**src/rtl/run_detector.sv**
```systemverilog
// Serial run detector: flags runs of RUN_LEN equal bits (ones, zeros or either),
// with overlapping or restarting detection and a saturating hit counter.
module run_detector #(
  parameter int RUN_LEN = 4,
  parameter int OVERLAP = 1,
  parameter int CNT_W   = 8,
  localparam int CW     = $clog2(RUN_LEN + 1)
) (
  input  logic             clk,
  input  logic             reset,
  input  logic             w,
  input  logic             valid,
  input  logic             clear,
  input  logic [1:0]       mode,
  output logic             z,
  output logic [CW:0]      state,
  output logic [CNT_W-1:0] match_count
);

  localparam logic [CW-1:0] FULL = CW'(RUN_LEN);

  logic          last_bit, last_nxt;
  logic [CW-1:0] run_cnt, cnt_nxt;
  logic          hit;

  function automatic logic pol_ok(input logic b, input logic [1:0] m);
    return m[1] | (b == ~m[0]);
  endfunction

  always_ff @(posedge clk or negedge reset) begin
    if (!reset) begin
      last_bit    <= 1'b0;
      run_cnt     <= '0;
      match_count <= '0;
    end else if (clear) begin
      last_bit    <= 1'b0;
      run_cnt     <= '0;
      match_count <= '0;
    end else begin
      last_bit <= last_nxt;
      run_cnt  <= cnt_nxt;
      if (hit && match_count != '1)
        match_count <= match_count + CNT_W'(1);
    end
  end

  // run_cnt == 0 marks "no run yet", so the first sample always starts a run
  always_comb begin
    last_nxt = last_bit;
    cnt_nxt  = run_cnt;
    if (valid) begin
      if (run_cnt == '0 || w != last_bit) begin
        cnt_nxt  = CW'(1);
        last_nxt = w;
      end else if (run_cnt < FULL) begin
        cnt_nxt = run_cnt + CW'(1);
      end else if (OVERLAP == 0) begin
        cnt_nxt = CW'(1);
      end
    end
    hit = valid && (cnt_nxt == FULL) && pol_ok(w, mode);
  end

  always_comb begin
    z     = (run_cnt == FULL) && pol_ok(last_bit, mode);
    state = {last_bit, run_cnt};
  end

endmodule

```
**config.mk**
```make
export PLATFORM = sky130hd
export DESIGN_NAME = run_detector
export DESIGN_NICKNAME = d
export VERILOG_FILES = /design/src/rtl/run_detector.sv
export SDC_FILE = /design/constraint.sdc
export NUM_CORES = 1
export LEC_CHECK = 0
export ABC_AREA = 1
export BUFFER_PORTS_ARGS = -buffer_cell sky130_fd_sc_hd__buf_2
export CAP_MARGIN = 30
export CORE_UTILIZATION = 45
export CTS_CLUSTER_SIZE = 24
export DETAILED_ROUTE_END_ITERATION = 6
export PLACE_DENSITY = 0.84
export RECOVER_POWER = 50
export SLEW_MARGIN = 25
export SYNTH_ARGS = -nofsm -noshare
export SYNTH_HDL_FRONTEND = slang
export SYNTH_SLANG_ARGS = --single-unit
```
**constraint.sdc**
```tcl
create_clock -name clk -period 1.4 [get_ports clk]
set_input_delay 0.07 -clock clk [delete_from_list [all_inputs] [get_ports clk]]
set_output_delay 0.07 -clock clk [all_outputs]
set_load 0.005 [all_outputs]
```
* Word-level counts from Yosys, hierarchy flattened *
Index checks and enable logic that the tools add are counted.

operators by class
  bitwise logic cells = 3
  muxes and demuxes = 9
  order comparisons = 1
  reductions and logical operators = 10
  equality and inequality tests = 6
  $add $sub $neg = 2

operators by type and width
  operator                                                       count
  8-bit 2-to-1 mux                                               2
  3-bit 2-to-1 mux                                               4
  8-bit by 1-bit adder with 8-bit output, second input constant  1
  8-bit inequality test, second input constant                   1
  3-bit equality test, second input constant                     2
  2-bit nonzero test                                             3
  1-bit logical AND                                              4
  3-bit by 1-bit adder with 3-bit output, second input constant  1
  3-bit zero test                                                1
  3-bit less-than comparator, second input constant              1
  1-bit 2-to-1 mux                                               3
  1-bit equality test                                            2
  1-bit OR                                                       2
  2-bit AND reduction                                            1
  1-bit logical OR                                               1
  1-bit inequality test                                          1
  1-bit NOT                                                      1

storage, ports and cells
  bits of input ports = 7
  flip-flop bits (word level) = 12
  logic and storage cells = 34

* Logic depth before layout (Yosys ltp) *
Gate-level depths: netlist of the first run.

  word-level depth = 10
  mapped depth = 11
  depth with buffers taken out = 11

* Worst setup path before layout of the first run *
No wires, ideal clock.

  path kind = reg-to-reg
  from = reg match_count[0]
  to = reg match_count[5]
  path buffers = 0
  slack = -42 ps
  cell stages (with the launch flop) = 11
  clock period less this slack = 1442 ps
  arrival = 1326 ps
  library setup time = 117 ps
  data required time = 1283 ps
  cells stage by stage = dfrtp_1 ha_1 nand3_2 nor2_2 nand2_2 nor2_4 nand2_2 nand3_4 nand2_4 nand2_1 nand2_1

between the ends
  longest elaborated chain between the ends = 3
  elaborated cells between the ends (all ways) = 6

RTL lines
  what                                                                                    RTL line  source
  from (decl)                                                                             17        output logic [CNT_W-1:0] match_count
  from (signal assigned)                                                                  43        match_count <= match_count + CNT_W'(1);
  8-bit by 1-bit adder with 8-bit output / 8-bit inequality test (equally long branches)  43, 42
  8-bit 2-to-1 mux / 1-bit logical AND (equally long branches)                            42        if (hit && match_count != '1)
  8-bit 2-to-1 mux / 2-bit nonzero test (equally long branches)                           -

Parallel ways exist; a longest one is shown, timed or not. The select of a mux whose other input is x is not followed.
A chain may end at the register's enable or synchronous reset.

* Final worst setup path of the first run *
  from = reg run_cnt[1]
  to = reg match_count[0]

between the ends
  longest elaborated chain between the ends = 9
  elaborated cells between the ends (all ways) = 12

RTL lines
  what                                                            RTL line  source
  from (decl)                                                     23        logic [CW-1:0] run_cnt, cnt_nxt;
  from (signal assigned)                                          41        run_cnt <= cnt_nxt;
  3-bit by 1-bit adder with 3-bit output (tied with other cells)  56        cnt_nxt = run_cnt + CW'(1);
  3-bit 2-to-1 mux / 1-bit logical OR (equally long branches)     55, 52
  3-bit 2-to-1 mux                                                52        if (run_cnt == '0 || w != last_bit) begin
  3-bit 2-to-1 mux (*)                                            51        if (valid) begin
  3-bit equality test (*)                                         61        hit = valid && (cnt_nxt == FULL) && pol_ok(w, mode);
  1-bit logical AND (*) (2 in series)                             61
  1-bit logical AND (*)                                           42
  2-bit nonzero test (no source line) (*)                         -

Every way passes the cells marked *; elsewhere a longest branch is shown, timed or not.

==> results of run 1 <==
[layout make-up]
class / count / area share, %
inverter: 15 / 4.88
clock buffer: 3 / 1.95
sequential: 12 / 26.0
tap: 25 / 2.71
timing repair buffer: 39 / 21.3
multi-input combinational: 83 / 43.1
[synth_stat cells]
cell,count
nand3_2,1
nor2_1,8
xnor2_1,1
dfrtp_1,12
nand3_4,1
nor2_4,1
nor3b_1,1
o21ai_0,3
nand2_1,32
inv_1,14
buf_4,1
nor4_1,1
nand3_1,14
xor2_1,1
nand2_4,1
nand2_2,2
ha_1,3
inv_2,1
dlymetal6s2s_1,1
nor3_1,3
buf_6,1
nor2_2,2
a21oi_1,7
[flip-flops by register name (all words and copies together) (netlist names)]
signal,count
run_cnt,3
last_bit,1
match_count,8
[power groups by stage]
stage / clock [mW] / combinational (mW) / sequential, mW
finish: 0.213 / 0.209 / 0.378
global route: 0.233 / 0.235 / 0.379
CTS: 0.223 / 0.191 / 0.377
detailed placement: 0 / 0.172 / 0.383
global placement: 0 / 0.165 / 0.382
floorplan: 0 / 0.0878 / 0.391
[what timing repair did]
action	in CTS	in global routing
gates cloned	1	0
buffers inserted	6	4
resized for setup	7	8
pin swaps	8	6
endpoints found under the hold margin	12	0
setup endpoints to repair	8	8
hold buffers	1	0
[cells by family (layout without fill, tap and decap cells)]
| kind of cell | after synthesis | count (layout) |
|---|---|---|
| AO/OA/AOI/OAI | 10 | 10 |
| XOR/XNOR | 2 | 2 |
| adder cells (fa/ha/maj) | 3 | 3 |
| buffers and inverters | 18 | 57 |
| flip-flops | 12 | 12 |
| AND/OR/NAND/NOR | 67 | 68 |
[routing by layer]
layer / up-vias / share of wire (%)
met5: - / 0
met4: 0 / 2.3
met3: 5 / 4.8
met2: 26 / 51
met1: 410 / 42
li1: 443 / -
[per-stage QoR]
stage,hold WS (ns),setup slack [ns]
final,0.0576,-0.0837
after global routing,0.0795,-0.177
after CTS,0.0567,-0.0584
after detailed placement,-0.0357,-0.140
after global placement,-0.0385,-0.0808
after floorplan,-0.226,-0.0405
[how the worst max path moves through the flow]
stage,from,to,slack (ns),depth (start not counted)
after global routing,run_cnt[2],match_count[0],-0.18,10
final,run_cnt[1],match_count[0],-0.08,11
after floorplan,match_count[0],match_count[5],-0.04,10
after global placement,run_cnt[0],match_count[5],-0.08,11
after detailed placement,run_cnt[0],match_count[1],-0.14,11
after CTS,match_count[1],match_count[0],-0.06,10
==> metrics, run 1 <==
sequential area share after synthesis=36.8%; Adder-Cell Fraction of Synth Area=4.59%; combinational power share=26.2%; Hold WC Path Type=in2reg; CTS tree=yes; Cells after DPL=162; Post-Layout Cell Count=177; Worst Reg-to-Reg Cells=11; Tmin final=1.48 ns; Synth area leader=dfrtp_1; max_cap viols=0; Synth top area share=36.8%; antenna violations before repair=0; wire per inst=11.3 um; Lkg Pwr=0.628 nW; setup TNS=-0.640 ns; relative max-transition margin=55.3%; n_diodes=0; Hold Path Depth=2; Clock power frac=26.6%; Max Fanout on Critical Path=8; final WL=2.01 mm; Cell Pwr Density=692 nW/um^2; r2r endpoint=match_count[0]; outcome=finished with violations; worst vdd ir=0.462 mV; Max Root-Sink Buffers=2; die area=1990 um^2; Yosys cell types=23; slowest stage delay, CP=0.39 ns; Synth Cell Area=817 um^2; NetSw=0.238 mW; critical path data required time=1.57 ns; Sink Count=12; clk_lat worst skew=0.28 ns; core area=1710 um^2; overall power=0.800 mW; reg2reg setup slack=-0.08 ns; synthesis-stage register bit count=12; most common cell after layout, fill and taps aside=nand2_1; via count=884; violated checks=setup timing; Critical R2R Launch=run_cnt[1]; most used cell, CP=nand2_1; share of cells above drive strength 1=40.1%; Cell Area, Placed=982 um^2; final period utilization=106%; WHS Endpoint=last_bit; end-of-flow core utilization=67.6%; FMAX=0.674 GHz; Initial Utilization=47.8%; Critical Setup Path Class=reg2reg; CP arrival=1.65 ns; Design Area, Final=1150 um^2; Tot GR Track Use=22.6%; compound-cell area share of the yosys netlist=6.13%; crit path launch type=flip-flop; Avg Inst Size Synth=7.29 um^2; port buffer count=19; Post-Synth Simple-Gate Area=39.7%; largest family of logic cells by synthesized area=simple AND/OR/NAND/NOR gates; global route overflow=0; width of the die=44.6 um; 1st-iter DRT viols=17; total internal power=0.562 mW; cell count after synthesis=112; Slowest-stage cell, CP=dfrtp_1; Ys Warns=0; Sequential Area=300 um^2; CTS Buf Count=3; count of pins over their slew limit=0; sequential power share=47.2%; sw frac=29.8%; Clock Root Buffer=clkbuf_4; PnR worst setup slack=-0.0837 ns; clock skew=0.00288 ns; CP Buf/Inv Count=2; nets@finish=164; DP HPWL=1.40 mm; vias in the first global route=744; I/O pin count=20; H-tree Lvls=1; Routability Congestion=0.846; Multi-input gate area=498 um^2; Final Hold Vio Count=0; Tightest Pin Transition=0.670 ns; die boundary height=44.6 um; commonest cells after routing, fill and taps aside=nand2_1 (27), buf_4 (19), buf_2 (18); met1 Use GR=28.8%; clk slew on worst S/H paths=0.07 ns; synth top area cells=dfrtp_1 (37%), nand2_1 (15%), nand3_1 (8.6%); grt met3 use=4.90%; filler instances=145; Synth Area in XOR/XNOR=2.14%; post-synthesis mux area share=0%; first-pass GRT wire length=3.19 mm; worst hold path startpoint=valid; ANT nets after route=0; final setup fails=9; worst path cell trace=buf_4 > buf_4 > ha_2 > nand2_1 > nand2_1 > nand2_2 > nor2_4 > nand3_4 > nand2_8 > nand2_1 > nand2_1; DR DRC count=0; largest net degree at the start of global routing=13; delay-heaviest family, CP=simple AND/OR/NAND/NOR gates; Critical Path End Type=flip-flop; Most Crowded Layer GR=met2; Syn Nets=122; unrepaired setup endpoints after global routing=true; met2 Track Usage GR=35.3%; Rows=15; vias per inst=4.99; Pre-Repair DR Iteration Count=7; Area Overhead vs Synth=41.3%
No activity file was read; power rests on OpenSTA's default activity.
==> run 2: changes to the inputs <==
Settings changed: CORE_ASPECT_RATIO from default to 0.75, SETUP_SLACK_MARGIN from default to 0.5.
==> run 2 against run 1 <==
Compared with the run above:
- sequential power rose by 2%
- count of clock-buffer cells in the layout up 1
- the flow still finishes with violations (setup timing)
- fmax fell by 2.1%
- via count increased by 8.5%
==> metrics, run 2 (same netlist as run 1, synthesis figures left out) <==
outcome=finished with violations; violated checks=setup timing; unrepaired setup endpoints after global routing=true; Max Fanout on Critical Path=8; via count=959; Max Root-Sink Buffers=2; vias in the first global route=872; worst path cell trace=inv_2 > ha_4 > nand2_4 > nand3_4 > nand2_4 > nand2_4 > nor2_4 > nand3_4 > nand2_8 > nand2_1 > nand2_1; antenna violations before repair=0; biggest regs=match_count: 8 flops, run_cnt: 3 flops, last_bit: 1 flops; CP arrival=1.74 ns; slowest stage delay, CP=0.38 ns; Critical Setup Path Class=reg2reg; DR DRC count=0; Lkg Pwr=0.661 nW; relative max-transition margin=56.6%; clk_lat worst skew=0.28 ns; Hold WC Path Type=in2reg; setup TNS=-0.707 ns; Routability Congestion=0.884; nets@finish=168; Final Hold Vio Count=0; port buffer count=19; count of pins over their slew limit=0; largest net degree at the start of global routing=13; final WL=2.63 mm; die boundary height=38.9 um; r2r endpoint=match_count[5]; share of cells above drive strength 1=47.8%; die area=1990 um^2; crit path launch type=flip-flop; Initial Utilization=51.3%; n_diodes=0; Post-Layout Cell Count=178; commonest cells after routing, fill and taps aside=nand2_1 (21), buf_4 (17), buf_2 (15); Clock Root Buffer=clkbuf_4; most common cell after layout, fill and taps aside=nand2_1; worst vdd ir=0.811 mV; global route overflow=0; Area Overhead vs Synth=59.0%; max_cap viols=0; worst hold path startpoint=w; Sink Count=12; most used cell, CP=nand2_4; CP Buf/Inv Count=1; Critical R2R Launch=run_cnt[0]; width of the die=51.2 um; WHS Endpoint=last_bit; final period utilization=108%; I/O pin count=20; first-pass GRT wire length=3.75 mm; Cells after DPL=158; vias per inst=5.39; Largest Register=match_count; ANT nets after route=0; max FFs per register=8; wire per inst=14.8 um; H-tree Lvls=1; CTS Buf Count=3; Pre-Repair DR Iteration Count=4; clock skew=0.00476 ns; PnR worst setup slack=-0.115 ns; reg2reg setup slack=-0.12 ns; delay-heaviest family, CP=simple AND/OR/NAND/NOR gates; core area=1590 um^2; Critical Path End Type=flip-flop; Cell Pwr Density=727 nW/um^2; Tmin final=1.52 ns; 1st-iter DRT viols=34; Slowest-stage cell, CP=dfrtp_1; Tot GR Track Use=27.5%; critical path data required time=1.62 ns; FMAX=0.660 GHz; Worst Reg-to-Reg Cells=11; Rows=12; clk slew on worst S/H paths=0.08 ns; CTS tree=yes; Tightest Pin Transition=0.651 ns; final setup fails=9; DP HPWL=1.45 mm; Hold Path Depth=3
run 2: cell types whose count changed in the layout (fill, tap and decap cells not counted), moves of 2 or more:
| cell | previous run | this run |
|---|---|---|
| buf_6 | 0 | 9 |
| nand2_1 | 27 | 21 |
| nand2_2 | 6 | 10 |
| buf_2 | 18 | 15 |
| buf_4 | 19 | 17 |
| ha_2 | 2 | 0 |
| nand2_4 | 1 | 3 |
| nand3_1 | 13 | 11 |
| nand3_4 | 1 | 3 |
run 2: layout make-up:
type / instances / area, um^2
clock buffer: 4 / 36.3
fill: 89 / 293
multi-input combinational: 83 / 562
inverter: 15 / 56.3
tap: 21 / 26.3
timing repair buffer: 43 / 318
sequential: 12 / 300
run 2: how the worst max path moves through the flow:
stage | from | endpoint | slack (ns) | cells after the start
floorplan | match_count[0] | match_count[5] | -0.04 | 10
global placement | match_count[1] | match_count[1] | -0.08 | 10
detailed placement | match_count[1] | match_count[1] | -0.13 | 10
CTS | run_cnt[1] | match_count[0] | -0.08 | 11
global route | run_cnt[1] | match_count[6] | -0.16 | 11
finish | run_cnt[0] | match_count[5] | -0.12 | 11
run 2: metal layers:
metal | vias up | wire [um] | global-route usage, %
met5 | - | 0 | 0
met4 | 0 | 93 | 14.6
met3 | 14 | 160 | 7.06
met2 | 51 | 1330 | 47.4
met1 | 443 | 1040 | 31.9
li1 | 451 | - | -
run 2: power by group:
part / internal, mW / switching [mW] / leakage (nW)
Sequential: 0.364 / 0.0194 / 0.162
Clock: 0.159 / 0.122 / 0.0210
Combinational: 0.135 / 0.145 / 0.478
run 2: repair_timing:
| item | in CTS | in global routing |
|---|---|---|
| resized for setup | 17 | 20 |
| gates cloned | 1 | 0 |
| pin swaps | 10 | 10 |
| endpoints found under the hold margin | 12 | 0 |
| hold buffers | 1 | 0 |
| setup endpoints to repair | 23 | 24 |
| buffers inserted | 8 | 6 |
run 2: metrics by stage:
step | utilization, % | power, mW | cell area [um^2] | hold slack, ns | setup WS [ns]
after detailed placement | 61.6 | 0.560 | 980 | -0.0383 | -0.128
after floorplan | - | 0.480 | 822 | -0.226 | -0.0405
after global placement | 61.6 | 0.550 | 980 | -0.0454 | -0.0816
final | 81.6 | 0.945 | 1300 | 0.111 | -0.115
after global routing | 81.6 | 1.00 | 1300 | 0.0957 | -0.158
after CTS | 73.3 | 0.882 | 1170 | 0.0662 | -0.0757
run 2: worst min-delay path, delay by kind of cell:
family / cells / cell delay (ns)
buffers and inverters: 2 / 0.21
AOI/OAI and AO/OA: 1 / 0.07
